<file path="config.mk">
export PLATFORM = sky130hd
export DESIGN_NAME = mem_wb_stage
export DESIGN_NICKNAME = d
export VERILOG_FILES = /design/src/rtl/s1_pkg.sv /design/src/rtl/mem_wb_stage.sv
export SDC_FILE = /design/constraint.sdc
export NUM_CORES = 1
export LEC_CHECK = 0
export ABC_AREA = 1
export BUFFER_PORTS_ARGS = -buffer_cell sky130_fd_sc_hd__buf_2
export CORE_MARGIN = 4
export CORE_UTILIZATION = 50
export CTS_CLUSTER_SIZE = 20
export DETAILED_ROUTE_END_ITERATION = 8
export PLACE_DENSITY = 0.8
export SLEW_MARGIN = 20
export SYNTH_ARGS = -nofsm -noshare
export SYNTH_HDL_FRONTEND = slang
export SYNTH_SLANG_ARGS = --single-unit
</file>
<file path="constraint.sdc">
create_clock -name clk -period 2.1 [get_ports clk]
set_clock_uncertainty 0.1 [all_clocks]
set_input_delay 0.21 -clock clk [delete_from_list [all_inputs] [get_ports clk]]
set_output_delay 0.21 -clock clk [all_outputs]
set_load 0.02 [all_outputs]
</file>
<file path="src/rtl/s1_pkg.sv">
// Shared definitions for the S1 pipeline: control-word field positions,
// datapath widths, writeback source select and the bus FSM state encoding.
package s1_pkg;

    localparam int unsigned XLEN   = 32;
    localparam int unsigned IP_W   = 30;
    localparam int unsigned REG_AW = 5;
    localparam int unsigned CW_W   = 12;

    // Control-word bit positions
    localparam int unsigned CW_MEM_WE       = 7;
    localparam int unsigned CW_MEM_REQ      = 8;
    localparam int unsigned CW_REG_WE       = 9;
    localparam int unsigned CW_REG_INSEL_LO = 10;
    localparam int unsigned CW_REG_INSEL_HI = 11;

    // Writeback data source
    typedef enum logic [1:0] {
        INSEL_ALU       = 2'd0,
        INSEL_UPPER_IMM = 2'd1,
        INSEL_MEM       = 2'd2,
        INSEL_PC4       = 2'd3
    } reg_insel_t;

    // Load/store bus state: BUS_REQ once an access has waited at least one cycle
    typedef enum logic {
        BUS_IDLE = 1'b0,
        BUS_REQ  = 1'b1
    } bus_state_t;

endpackage

</file>
<file path="src/rtl/mem_wb_stage.sv">
// Memory + writeback stage of the S1 pipeline.
// Holds one execute-stage result in a stage register, runs the load/store
// bus handshake (stalling upstream while an access is outstanding, with an
// optional timeout), and registers the register-file write port.
// Ports:
//   clk, rst (sync, active-high), clk_en (global advance enable)
//   valid_in, control_word, rd_in, alu_result, store_data, upper_imm, ip_in : from execute
//   stall                                      : upstream must hold its inputs
//   mem_req, mem_we, mem_addr, mem_wdata       : bus request (combinational from stage reg)
//   mem_rdata, mem_ack                         : bus response
//   reg_we, rd_addr, reg_din                   : register-file write port (registered)
//   bus_err                                    : sticky timeout flag
module mem_wb_stage
    import s1_pkg::*;
#(
    parameter int unsigned TIMEOUT = 16
) (
    input  logic              clk,
    input  logic              rst,
    input  logic              clk_en,
    input  logic              valid_in,
    input  logic [CW_W-1:0]   control_word,
    input  logic [REG_AW-1:0] rd_in,
    input  logic [XLEN-1:0]   alu_result,
    input  logic [XLEN-1:0]   store_data,
    input  logic [XLEN-1:0]   upper_imm,
    input  logic [IP_W-1:0]   ip_in,
    output logic              stall,
    output logic              mem_req,
    output logic              mem_we,
    output logic [IP_W-1:0]   mem_addr,
    output logic [XLEN-1:0]   mem_wdata,
    input  logic [XLEN-1:0]   mem_rdata,
    input  logic              mem_ack,
    output logic              reg_we,
    output logic [REG_AW-1:0] rd_addr,
    output logic [XLEN-1:0]   reg_din,
    output logic              bus_err
);

    localparam int unsigned       CNT_W    = (TIMEOUT > 2) ? $clog2(TIMEOUT) : 1;
    localparam logic [CNT_W-1:0]  CNT_LAST = (TIMEOUT == 0) ? '0 : CNT_W'(TIMEOUT - 1);

    // Stage register
    logic              s_valid_q;
    logic [CW_W-1:0]   s_cw_q;
    logic [REG_AW-1:0] s_rd_q;
    logic [XLEN-1:0]   s_alu_q;
    logic [XLEN-1:0]   s_sd_q;
    logic [XLEN-1:0]   s_uimm_q;
    logic [IP_W-1:0]   s_ip_q;

    // Bus FSM and timeout counter
    bus_state_t        state_q, state_d;
    logic [CNT_W-1:0]  cnt_q, cnt_d, cnt_cur;

    // Writeback registers
    logic              reg_we_q, reg_we_d;
    logic [REG_AW-1:0] rd_addr_q;
    logic [XLEN-1:0]   reg_din_q, reg_din_d;
    logic              bus_err_q;

    logic              mem_active;
    logic              timeout_hit;
    logic              advance;
    logic [IP_W-1:0]   ip_next;
    reg_insel_t        insel;

    assign mem_active = s_valid_q & s_cw_q[CW_MEM_REQ];
    // Counter is only meaningful once the access has waited; first cycle counts as 0
    assign cnt_cur     = (state_q == BUS_REQ) ? cnt_q : '0;
    assign timeout_hit = (TIMEOUT != 0) && mem_active && !mem_ack && (cnt_cur == CNT_LAST);
    assign stall       = mem_active & ~mem_ack & ~timeout_hit;
    assign advance     = clk_en & ~stall;

    assign mem_req   = mem_active;
    assign mem_we    = mem_active & s_cw_q[CW_MEM_WE];
    assign mem_addr  = s_alu_q[XLEN-1:2];
    assign mem_wdata = s_sd_q;

    assign ip_next = s_ip_q + IP_W'(1);
    assign insel   = reg_insel_t'(s_cw_q[CW_REG_INSEL_HI:CW_REG_INSEL_LO]);

    // Bus FSM next state and wait-cycle counting
    always_comb begin
        state_d = state_q;
        cnt_d   = cnt_q;
        if (clk_en) begin
            if (stall) begin
                state_d = BUS_REQ;
                if (TIMEOUT != 0) begin
                    cnt_d = cnt_cur + CNT_W'(1);
                end
            end else begin
                state_d = BUS_IDLE;
                cnt_d   = '0;
            end
        end
    end

    // Writeback source select; a timed-out access retires without writing
    always_comb begin
        reg_we_d  = s_valid_q & s_cw_q[CW_REG_WE] & ~timeout_hit;
        reg_din_d = s_alu_q;
        unique case (insel)
            INSEL_ALU:       reg_din_d = s_alu_q;
            INSEL_UPPER_IMM: reg_din_d = s_uimm_q;
            INSEL_MEM:       reg_din_d = s_cw_q[CW_MEM_REQ] ? mem_rdata : '0;
            INSEL_PC4:       reg_din_d = {ip_next, 2'b00};
            default:         reg_din_d = s_alu_q;
        endcase
    end

    always_ff @(posedge clk) begin
        if (rst) begin
            state_q   <= BUS_IDLE;
            cnt_q     <= '0;
            s_valid_q <= 1'b0;
            s_cw_q    <= '0;
            s_rd_q    <= '0;
            s_alu_q   <= '0;
            s_sd_q    <= '0;
            s_uimm_q  <= '0;
            s_ip_q    <= '0;
            reg_we_q  <= 1'b0;
            rd_addr_q <= '0;
            reg_din_q <= '0;
            bus_err_q <= 1'b0;
        end else begin
            state_q <= state_d;
            cnt_q   <= cnt_d;
            if (advance) begin
                s_valid_q <= valid_in & (|control_word);
                s_cw_q    <= control_word;
                s_rd_q    <= rd_in;
                s_alu_q   <= alu_result;
                s_sd_q    <= store_data;
                s_uimm_q  <= upper_imm;
                s_ip_q    <= ip_in;
                reg_we_q  <= reg_we_d;
                rd_addr_q <= s_rd_q;
                reg_din_q <= reg_din_d;
                bus_err_q <= bus_err_q | timeout_hit;
            end
        end
    end

    assign reg_we  = reg_we_q;
    assign rd_addr = rd_addr_q;
    assign reg_din = reg_din_q;
    assign bus_err = bus_err_q;

endmodule
</file>
==> impl_metrics.ini <==
[outcome]
outcome = finished, final reports clean

[clock_tree]
cts-root-buf = clkbuf_16
clock-sinks = 181
clkLatencyLatePin_ps = 430
clk_pin_slew_ps = 60
cts_buffers = 17
clockBufferDepth = 2
cts_tree = yes
ctsHtreeMaxLevel = 4

[sta]
worstMarginPinSlew_ps = 524
slew_viol_final = 0
finalHoldViolations = 0
setup_tns_ps = 0
rsz0062_at_grt = true
fin_crit_sh_pct = 93.1
max_freq_mhz = 511
setup_viol = 0
slew_headroom_pct = 65.0
finalCriticalPeriod_ps = 1960

[yosys]
syn_area_per_cell_um2 = 7.51
synthArstFlopShare_pct = 0
yosysUniqueCellTypes = 35
synth_most_common_cell = nand2_1
synth_area_um2 = 7870
yosysTopAreaCell = dfxtp_1
synth_edf_count = 0
ys_warn_count = 0
synth_top_area_share_pct = 46.0
synth_flop_cell = dfxtp_1
syn-num-nets = 1230
synth_seq_cells = 181
synthCells = 1048
ys_seq_area_share_pct = 46.0
synthTopCellsByArea = dfxtp_1 46%, nand2_1 15%, a22o_1 7.7%
synth_common_cells = 309 x nand2_1, 181 x dfxtp_1, 92 x o21ai_0, 89 x inv_1, 83 x nor2_1

[drt]
drtPass1Iterations = 7
avgViaCountPerCell = 5.23
ant_nets = 0
drtIter0Drc = 710
wire_per_inst_um = 16.8
vias = 8652
finalWirelength_um = 27900
drc = 0

[floorplan]
dieArea_um2 = 17800
fp-row-count = 45
initial_core_util_pct = 51.4
core_um2 = 15300
die_h_um = 133
ioPinCount = 284
die_w_um = 133

[setup_path]
crit_slowest_cell = dfxtp_1
critPathKind = flop to flop
cp_cell_sequence = nand2_1 -> inv_1 -> ha_2 -> nand4_1 -> nand3_2 -> nand2_4 -> nor2_4 -> clkinvlp_4 -> buf_12 -> o21ai_0
cp_data_arrival_time_ps = 2200
regToRegSetupSlack_ps = 140
endpoint_kind = flop
required_ps = 2340
critPathMaxFanout = 9
crit_path_end = reg_din[1]$_SDFFE_PP0P_
setup.worst_path.start = cnt_q[0]$_SDFFE_PP0P_
r2r-start = cnt_q[0]$_SDFFE_PP0P_
cp-start-kind = flop
r2r-end = reg_din[1]$_SDFFE_PP0P_
rr_worst_depth = 10
slowest_delay_ps = 330

[job]
drv_cap = 0

[grt]
antenna_found_initial = 2
grt_pass1_wl_um = 43800
grt_pass1_vias = 8412
grt_use_total_pct = 30.7
grt_start_max_net_pins = 61
grt_overflow = 0

[layout]
finalNetCount = 1611
areaGrowthSynthToFinish_pct = 43.0
multiInputGateArea_um2 = 3380
drive_gt1_share_pct = 24.5
final_area_um2 = 11300
nFillCells = 1174
regArea_um2 = 3620
stdcell_count = 1655
final_core_util_pct = 73.5

[power]
power_density_nw_per_um2 = 739
max-vdd-ir-drop_mv = 0.601
p_leak_nw = 5.24

[placed_design]
dp_hpwl_um = 19000
dp_cells = 1482
place.gp.congestion = 0.954
dpl-instance-area_um2 = 9230
portBuffers = 283

[worst_hold_path]
hold_class = input port to flop
==> registers in the layout (all words and copies together) (netlist names), 4 cells and up <==
name       flops
mem_wdata     32
s_rd_q         5
s_alu_q       32
s_uimm_q      32
reg_din       32
cnt_q          4
s_cw_q         5
rd_addr        5
s_ip_q        30
==> cells by family (layout without fill, tap and decap cells) <==
family | count (synthesis) | after routing | share of synthesized area, %
adder cells (fa/ha/maj) | 2 | 2 | 0.318
AO/OA/AOI/OAI | 217 | 217 | 18.1
AND/OR/NAND/NOR | 469 | 469 | 24.2
buffers and inverters | 177 | 571 | 11.1
XOR/XNOR | 2 | 2 | 0.223
other | 0 | 2 | 0
flip-flops | 181 | 181 | 46.0
==> power by group <==
part | internal [mW] | switching (mW) | total, mW
registers | 3.64 | 0.143 | 3.79
clock network | 1.83 | 1.37 | 3.20
logic | 0.591 | 0.732 | 1.32
==> layout by cell type (no fill, tap or decap), types with 3 or more instances in the layout <==
master,instances
buf_2,283
nand2_1,307
clkinvlp_4,3
nor2_2,3
clkbuf_16,17
nand3_1,56
a21oi_1,12
o21ai_0,92
inv_1,88
nor2_1,82
nand4_1,7
clkinv_4,3
buf_12,3
nor4_1,3
a22o_1,69
o21ai_1,5
buf_4,22
dlygate4sd3_1,138
a211oi_1,13
inv_6,4
dfxtp_1,180
clkinv_2,3
a31oi_1,16
==> worst max-delay path, delay by kind of cell, from the launching register on <==
family	cells	cell delay, ps
buf+inv	3	440
fa+ha+maj	1	190
flops	1	330
compound gates	1	170
simple gates	5	640
==> timing repair <==
item	in CTS	in global routing
hold endpoints to repair	138	0
endpoints found under the setup margin	0	4
gates resized for setup	0	5
setup buffers	0	1
hold buffers	138	0
==> layout make-up <==
| type | instances | area share, % |
|---|---|---|
| sequential | 181 | 32.2 |
| multi-input combinational | 690 | 30.0 |
| timing repair buffer | 446 | 26.9 |
| clock buffer | 19 | 4.03 |
| inverter | 93 | 3.15 |
| tap | 211 | 2.35 |
| clock inverter | 13 | 1.30 |
| antenna | 2 | 0.0445 |
==> worst min-delay path by stage <==
stage / startpoint / cells past startpoint / endpoint
final: clk_en / 3 / state_q$_SDFFE_PP0P_
after global routing: clk_en / 3 / state_q$_SDFFE_PP0P_
after CTS: mem_rdata[0] / 3 / reg_din[0]$_SDFFE_PP0P_
after detailed placement: alu_result[6] / 3 / s_alu_q[6]$_SDFFE_PP0P_
after global placement: alu_result[5] / 3 / s_alu_q[5]$_SDFFE_PP0P_
after floorplan: upper_imm[3] / 2 / s_uimm_q[3]$_SDFFE_PP0P_
==> metrics by stage <==
step           power (mW)  hold WS [ps]  setup slack, ps
2_1_floorplan        4.50           220              316
3_3_place_gp         4.91           308              210
3_5_place_dp         4.93           312              180
4_1_cts              8.30          6.65              159
5_1_grt              8.64          19.5            -10.1
6_report             8.31          24.8              144
==> routing by layer <==
metal / up-vias / track usage, % / part of all wire, %
met4: 0 / 11.5 / 3.1
met2: 454 / 49.1 / 45
met5: - / 0 / 0
met3: 74 / 7.02 / 8.8
li1: 4184 / - / -
met1: 3940 / 40.5 / 43
No activity file was read; power rests on OpenSTA's default activity.
